### config.mk
export PLATFORM = sky130hd
export DESIGN_NAME = adder_seq_ctrl
export DESIGN_NICKNAME = d
export VERILOG_FILES = /design/src/rtl/adder_seq_ctrl.sv
export SDC_FILE = /design/constraint.sdc
export NUM_CORES = 1
export LEC_CHECK = 0
export CAP_MARGIN = 20
export CORE_ASPECT_RATIO = 0.7
export CORE_MARGIN = 5
export CORE_UTILIZATION = 52
export CTS_BUF_LIST = sky130_fd_sc_hd__clkbuf_4 sky130_fd_sc_hd__clkbuf_8
export DETAILED_ROUTE_END_ITERATION = 7
export PLACE_DENSITY_LB_ADDON = 0.1
export SETUP_SLACK_MARGIN = 0.15
export SLEW_MARGIN = 10
export SYNTH_ARGS = -nofsm -noshare
export SYNTH_HDL_FRONTEND = slang
export SYNTH_SLANG_ARGS = --single-unit
### constraint.sdc
create_clock -name clk -period 2.5 [get_ports clk]
set_input_delay 0.25 -clock clk [delete_from_list [all_inputs] [get_ports clk]]
set_output_delay 0.25 -clock clk [all_outputs]
set_load 0.01 [all_outputs]
### src/rtl/adder_seq_ctrl.sv
// Two-requester arbiter that serialises W-bit add/subtract operations through an
// external 4-bit adder, one nibble per cycle, and returns the result on a handshake.
module adder_seq_ctrl #(
  parameter int unsigned NIBBLES = 4
) (
  input  logic                   clk,
  input  logic                   rst_n,
  input  logic                   req0_valid_i,
  output logic                   req0_ready_o,
  input  logic [4*NIBBLES-1:0]   req0_a_i,
  input  logic [4*NIBBLES-1:0]   req0_b_i,
  input  logic                   req0_sub_i,
  input  logic                   req1_valid_i,
  output logic                   req1_ready_o,
  input  logic [4*NIBBLES-1:0]   req1_a_i,
  input  logic [4*NIBBLES-1:0]   req1_b_i,
  input  logic                   req1_sub_i,
  output logic [3:0]             add_a_o,
  output logic [3:0]             add_b_o,
  output logic                   add_cin_o,
  input  logic [3:0]             add_sum_i,
  input  logic                   add_cout_i,
  output logic                   rsp_valid_o,
  input  logic                   rsp_ready_i,
  output logic [4*NIBBLES-1:0]   rsp_sum_o,
  output logic                   rsp_cout_o,
  output logic                   rsp_id_o
);

  localparam int unsigned W  = 4 * NIBBLES;
  localparam int unsigned KW = (NIBBLES > 1) ? $clog2(NIBBLES) : 1;

  typedef enum logic [1:0] {StIdle, StCalc, StDone} state_e;

  state_e          state_q, state_d;
  logic [W-1:0]    a_q, a_d;
  logic [W-1:0]    bx_q, bx_d;
  logic [W-1:0]    result_q, result_d;
  logic            carry_q, carry_d;
  logic [KW-1:0]   k_q, k_d;
  logic            id_q, id_d;
  logic            ptr_q, ptr_d;
  logic            grant0, grant1;

  always_comb begin
    state_d      = state_q;
    a_d          = a_q;
    bx_d         = bx_q;
    result_d     = result_q;
    carry_d      = carry_q;
    k_d          = k_q;
    id_d         = id_q;
    ptr_d        = ptr_q;
    grant0       = 1'b0;
    grant1       = 1'b0;
    add_a_o      = '0;
    add_b_o      = '0;
    add_cin_o    = 1'b0;
    rsp_valid_o  = 1'b0;
    rsp_sum_o    = '0;
    rsp_cout_o   = 1'b0;
    rsp_id_o     = 1'b0;

    unique case (state_q)
      StIdle: begin
        // ready is gated by rst_n so it drops immediately on reset assertion
        if (rst_n) begin
          grant0 = req0_valid_i & (~req1_valid_i | ~ptr_q);
          grant1 = req1_valid_i & (~req0_valid_i | ptr_q);
        end
        if (grant0 || grant1) begin
          a_d     = grant1 ? req1_a_i : req0_a_i;
          bx_d    = grant1 ? (req1_sub_i ? ~req1_b_i : req1_b_i)
                           : (req0_sub_i ? ~req0_b_i : req0_b_i);
          carry_d = grant1 ? req1_sub_i : req0_sub_i;
          k_d     = '0;
          id_d    = grant1;
          ptr_d   = grant0;
          state_d = StCalc;
        end
      end
      StCalc: begin
        add_a_o                = a_q[4*k_q +: 4];
        add_b_o                = bx_q[4*k_q +: 4];
        add_cin_o              = carry_q;
        result_d[4*k_q +: 4]   = add_sum_i;
        carry_d                = add_cout_i;
        if (k_q == KW'(NIBBLES - 1)) begin
          k_d     = '0;
          state_d = StDone;
        end else begin
          k_d = k_q + KW'(1);
        end
      end
      StDone: begin
        rsp_valid_o = 1'b1;
        rsp_sum_o   = result_q;
        rsp_cout_o  = carry_q;
        rsp_id_o    = id_q;
        if (rsp_ready_i) state_d = StIdle;
      end
      default: state_d = StIdle;
    endcase
  end

  assign req0_ready_o = grant0;
  assign req1_ready_o = grant1;

  always_ff @(posedge clk or negedge rst_n) begin
    if (!rst_n) begin
      state_q  <= StIdle;
      a_q      <= '0;
      bx_q     <= '0;
      result_q <= '0;
      carry_q  <= 1'b0;
      k_q      <= '0;
      id_q     <= 1'b0;
      ptr_q    <= 1'b0;
    end else begin
      state_q  <= state_d;
      a_q      <= a_d;
      bx_q     <= bx_d;
      result_q <= result_d;
      carry_q  <= carry_d;
      k_q      <= k_d;
      id_q     <= id_d;
      ptr_q    <= ptr_d;
    end
  end

endmodule

==> results.ini, run 1 <==
[floorplan]
start_util_pct = 53.0
die_area_mm2 = 0.00799
die_x_um = 105
die_y_um = 76.3
core_mm2 = 0.00616
io_pins = 106
rows = 24

[layout]
final_common_cell = clkdlybuf4s50_1
diodes = 0
drive_above_1_share_pct = 9.34
fin_nets = 486
layout_common_cells = clkdlybuf4s50_1, dfrtp_1, nand2_1
fin_area_mm2 = 0.00449
area_growth_pct = 37.6

[outcome]
status = completed

[critical_path]
critical_path_arrival_ns = 2.06
path_max_fanout = 12
critPathRequiredTime_ns = 2.25
critPathKind = register to output port
worstPathCellList = buf_12, mux4_1, and2_1, clkdlybuf4s50_1
crit_path_end_kind = output port
crit_path_max_incr_delay_ns = 0.54
critPathLaunchType = register
crit_slowest_cell = mux4_1

[routing]
vias_per_cell = 5.20
vias = 2524
wl_um = 7550
wire_per_inst_um = 15.6
first_iter_violations = 76
drt_pre_antenna_iters = 4
drc_errors = 0
final_antenna_net_count = 0

[power]
p_switching_w = 0.00149
p_int_w = 0.00251
power_density_mw_per_mm2 = 891
swShare_pct = 37.2
p_clk_share_pct = 13.1
share_comb_of_total_power_pct = 48.4
p_seq_share_pct = 38.5
p_total_w = 0.00400
p_leak_nw = 2.14
ir_drop_uv = 557

[timing]
slew_viol_final = 0
setup_violations = 0
hold_violations = 0
finalCritPeriodShare_pct = 92.3
timing.setup.tns_ns = 0
fin_crit_ns = 2.31
fmax_ghz = 0.433
rsz0062_at_grt = yes
finClkSkew_ns = 0.0110
max-slew-margin-rel_pct = 53.7
worst_pin_slew_ns = 0.694

[flow_run]
drv_cap = 0

[clocking]
clock_path_buffers = 2
htree_levels = 2
cts_root_buf = clkbuf_8
clk_latency_ns = 0.32
clock-sinks = 55
numCtsBuffers = 5
postCtsHoldBufs = 0
clkTransAtPathRegs_ns = 0.10
cts_tree = yes

[synthesis]
synth_top_area_cell = dfrtp_1
async_flop_share_pct = 100
synthesis.area_mm2 = 0.00326
syn-num-nets = 384
yosysSeqAreaShare_pct = 42.2
synth.ff_latch_count = 55
synthDistinctLibCells = 36
synth_area_leaders = dfrtp_1, mux2i_1, xor2_1, and2_1, nand2_1
avgSynthCellArea_um2 = 10.7
ys_warn_count = 0
synth-edff-count = 0
yosys_most_used_dff = dfrtp_1
postSynthCellCount = 304
synth_top_area_share_pct = 42.2

[placement]
placed_area_mm2 = 0.00436
gp_congestion = 0.771
portBuffers = 105
hpwl_um = 5670

[grt]
antenna_found_initial = 0
gr-total-overflow = 0
grt_usage_pct = 18.8
grt_pass1_vias = 2574
grt_max_degree = 57
grt_pass1_wl_um = 12500

[hold_path]
hp-class = input port to async pin

-- metrics by stage --
step	cells	worst slack [ns]	hold WS, ns	util (%)
2_1_floorplan	304	0.830	-0.0456	-
6_report	485	0.193	0.123	72.9
3_5_place_dp	474	0.457	0.468	70.8
3_3_place_gp	474	0.467	0.462	70.8
5_1_grt	485	0.0985	0.185	72.9
4_1_cts	483	0.174	0.154	72.5
-- state kept, by name, summed over array words and instances (netlist names) --
signal,count
a_q,16
bx_q,16
carry_q,1
id_q,1
k_q,2
ptr_q,1
result_q,16
state_q,2
-- power groups by stage --
stage | clock network [W] | logic, W | registers, W
floorplan | 0 | 0.00132 | 0.00145
global route | 0.000567 | 0.00213 | 0.00160
CTS | 0.000530 | 0.00195 | 0.00154
global placement | 0 | 0.00186 | 0.00154
finish | 0.000522 | 0.00194 | 0.00154
detailed placement | 0 | 0.00193 | 0.00155
-- kinds of logic (layout without fill, tap and decap cells) --
kind of cell    after synthesis  in the layout  share of synthesized area, %
simple gates                 89             89                          15.4
mux                          42             42                          16.2
flops                        55             55                          42.2
fa+ha+maj                     4              4                          1.53
buf+inv                      24            127                          5.33
compound gates               58             58                          10.8
xor+xnor                     32             32                          8.59
-- synth_stat cells, types with 3 or more instances --
library cell	n
a21oi_1	3
a22o_1	12
and2_1	27
buf_2	4
buf_6	5
buf_8	3
clkbuf_1	6
dfrtp_1	55
ha_1	4
inv_1	3
mux2i_1	33
mux4_2	6
nand2_1	45
nand3_1	3
nor2_1	3
o21ai_0	9
o21ai_1	29
xor2_1	32
-- worst max-delay path: cells and delay by family (launching register included) --
family                 cells  cell delay, ns
AND/OR/NAND/NOR            1            0.16
flip-flops                 1            0.41
buffers and inverters      2            0.64
multiplexers               1            0.54
-- per-layer routing --
metal	track usage, %	part of all wire [%]	routed length, µm	vias up
met3	5.17	5.4	410	6
li1	-	-	-	1251
met1	25.2	46	3440	1201
met2	30.9	48	3650	66
met5	0	0	0	-
met4	3.32	0.68	51	0
-- worst paths after layout --
check | slack [ns] | startpoint | cells after the start | endpoint
max in group asynchronous | 1.90 | rst_n | 2 | k_q[1]
max | 0.19 | k_q[0] | 4 | add_b_o[0]
min reg2reg | 0.49 | bx_q[4] | 2 | bx_q[4]
min in group clk | 0.46 | rst_n | 3 | ptr_q
min | 0.12 | rst_n | 2 | id_q
max reg2reg | 0.81 | k_q[1] | 4 | result_q[15]
-- area by class of cell --
type | instances | area [µm²]
multi-input cells | 225 | 1740
fillers | 486 | 1670
flip-flops and latches | 55 | 1380
repair buffers | 115 | 1170
well taps | 78 | 97.6
clock buffers | 5 | 68.8
clock inverters | 3 | 28.8
inverters | 4 | 15.0
-- timing repair --
| item | 4_1_cts | 5_1_grt |
|---|---|---|
| pin swaps | 0 | 0 |
| gates resized for setup | 0 | 5 |
| setup buffers | 1 | 2 |
| endpoints found under the setup margin | 5 | 9 |
No activity file was read; power rests on OpenSTA's default activity.
==> run 2: changes to the inputs <==
--- a/config.mk
+++ b/config.mk
@@ -10,8 +10,9 @@
 export CORE_MARGIN = 5
 export CORE_UTILIZATION = 52
 export CTS_BUF_LIST = sky130_fd_sc_hd__clkbuf_4 sky130_fd_sc_hd__clkbuf_8
+export CTS_CLUSTER_DIAMETER = 50
 export DETAILED_ROUTE_END_ITERATION = 7
-export PLACE_DENSITY_LB_ADDON = 0.1
+export PLACE_DENSITY = 0.85
 export SETUP_SLACK_MARGIN = 0.15
 export SLEW_MARGIN = 10
 export SYNTH_ARGS = -nofsm -noshare
==> results.ini, run 2 (synthesis results as in run 1) <==
[critical_path]
critical_path_arrival_ns = 2.01  ; -0.05 ns
crit_path_end_kind = output port
path_max_fanout = 7  ; -5
critPathKind = register to output port
worstPathCellList = buf_6, mux4_2, and2_1, clkdlybuf4s50_1
critPathRequiredTime_ns = 2.25  ; about the same
crit_path_max_incr_delay_ns = 0.50  ; -0.04 ns
critPathLaunchType = register
crit_slowest_cell = clkdlybuf4s50_1
crit_buf_inv = 2  ; unchanged
timing.critical_path.max_delay_family = buffers and inverters

[flow_run]
drv_cap = 0  ; unchanged

[layout]
layout_common_cells = clkdlybuf4s50_1, dfrtp_1, nand2_1
drive_above_1_share_pct = 9.34  ; unchanged
fillers = 449  ; -7.6%
fin_nets = 486  ; unchanged
biggestRegsByFlops = a_q x16, bx_q x16, result_q x16
area_growth_pct = 37.1
final_common_cell = clkdlybuf4s50_1
diodes = 0  ; unchanged

[placement]
gp_congestion = 0.775  ; +0.53%
portBuffers = 105  ; unchanged
hpwl_um = 5860  ; +3.4%

[routing]
vias = 2528  ; +0.16%
vias_per_cell = 5.21  ; +0.16%
final_antenna_net_count = 0  ; unchanged
drt_pre_antenna_iters = 4  ; unchanged
wire_per_inst_um = 15.5  ; -0.61%
drc_errors = 0  ; unchanged
wl_um = 7510  ; -0.61%
first_iter_violations = 114  ; +50%

[floorplan]
die_area_mm2 = 0.00799  ; unchanged
core_mm2 = 0.00616  ; unchanged
start_util_pct = 53.0  ; unchanged
die_x_um = 105  ; unchanged
die_y_um = 76.3  ; unchanged
io_pins = 106  ; unchanged
rows = 24  ; unchanged

[clocking]
cts_root_buf = clkbuf_8
clk_latency_ns = 0.30  ; -0.02 ns
numCtsBuffers = 5  ; unchanged
clkTransAtPathRegs_ns = 0.09  ; about the same
clock_path_buffers = 2  ; unchanged
htree_levels = 2  ; unchanged
clock-sinks = 55  ; unchanged
cts_tree = yes

[grt]
gr-total-overflow = 0  ; unchanged
grt_pass1_wl_um = 12300  ; -1.7%
grt_max_degree = 69  ; +21%
antenna_found_initial = 0  ; unchanged
grt_usage_pct = 18.6  ; -0.21 points
grt_pass1_vias = 2602  ; +1.1%

[timing]
fmax_ghz = 0.442  ; +2.0%
finalCritPeriodShare_pct = 90.5  ; -1.8 points
max-slew-margin-rel_pct = 72.3  ; +19 points
setup_violations = 0  ; unchanged
hold-worst-slack_ns = 0.0286  ; -0.0939 ns
finClkSkew_ns = 0.00468  ; -0.00635 ns
slew_viol_final = 0  ; unchanged
fin_crit_ns = 2.26  ; -0.0442 ns
hold_violations = 0  ; unchanged
rsz0062_at_grt = yes
worst_pin_slew_ns = 0.416  ; -0.278 ns
timing.setup.tns_ns = 0  ; unchanged

[power]
p_leak_nw = 2.12  ; -0.86%
p_clk_share_pct = 12.1  ; -1.0 points
power_density_mw_per_mm2 = 880  ; -1.2%
p_switching_w = 0.00143  ; -4.0%
swShare_pct = 36.3  ; -0.91 points
share_comb_of_total_power_pct = 48.6  ; +0.2 points
p_seq_share_pct = 39.3  ; +0.8 points
p_int_w = 0.00251  ; -0.12%
ir_drop_uv = 391  ; -30%

[outcome]
status = completed

[hold_path]
hp-class = input port to async pin

==> run 2: power groups by stage <==
stage / clock network [W] / logic (W) / registers [W]
final: 0.000478 / 0.00191 / 0.00155
after global routing: 0.000528 / 0.00212 / 0.00160
after CTS: 0.000488 / 0.00192 / 0.00154
after detailed placement: 0 / 0.00191 / 0.00155
after global placement: 0 / 0.00184 / 0.00153
after floorplan: 0 / 0.00132 / 0.00145
==> run 2: timing repair <==
| item | CTS | global route |
|---|---|---|
| setup buffers | 0 | 1 |
| endpoints found under the hold margin | 0 | 0 |
| hold buffers | 0 | 0 |
| gates resized for setup | 0 | 6 |
| setup endpoints to repair | 0 | 4 |
==> run 2: path summary, 6_finish.rpt <==
check	start	to	slack [ns]	depth (start not counted)
worst max-delay path	k_q[0]	add_a_o[2]	0.24	4
worst max register to register	k_q[0]	result_q[2]	0.82	6
min in group clk	a_q[7]	a_q[7]	0.48	2
max in group asynchronous	rst_n	k_q[1]	2.10	2
worst min register to register	a_q[7]	a_q[7]	0.48	2
worst min-delay path	rst_n	result_q[12]	0.03	2
==> run 2: routing by layer <==
metal | track usage (%) | routed length [µm]
met1 | 25.2 | 3410
met2 | 29.5 | 3530
met3 | 6.01 | 514
met4 | 3.45 | 55
met5 | 0 | 0
==> run 2: area by class of cell <==
type,count,area [µm²],area share [%]
Timing Repair Buffer,115,1160,25.9
Clock buffer,7,83.8,1.87
Multi-Input combinational cell,225,1740,38.8
Tap cell,78,97.6,2.18
Sequential cell,55,1380,30.8
Inverter,4,15.0,0.336
Clock inverter,1,5.00,0.112
==> run 2: stage by stage <==
step	setup WS (ns)	power [W]	util, %	instance area [µm²]	instances
3_5_place_dp	0.457	0.00346	70.8	4360	476
6_report	0.237	0.00394	72.7	4470	485
2_1_floorplan	0.830	0.00277	-	3260	304
5_1_grt	0.126	0.00425	72.7	4470	485
4_1_cts	0.182	0.00394	72.2	4450	484
3_3_place_gp	0.519	0.00338	70.8	4360	476
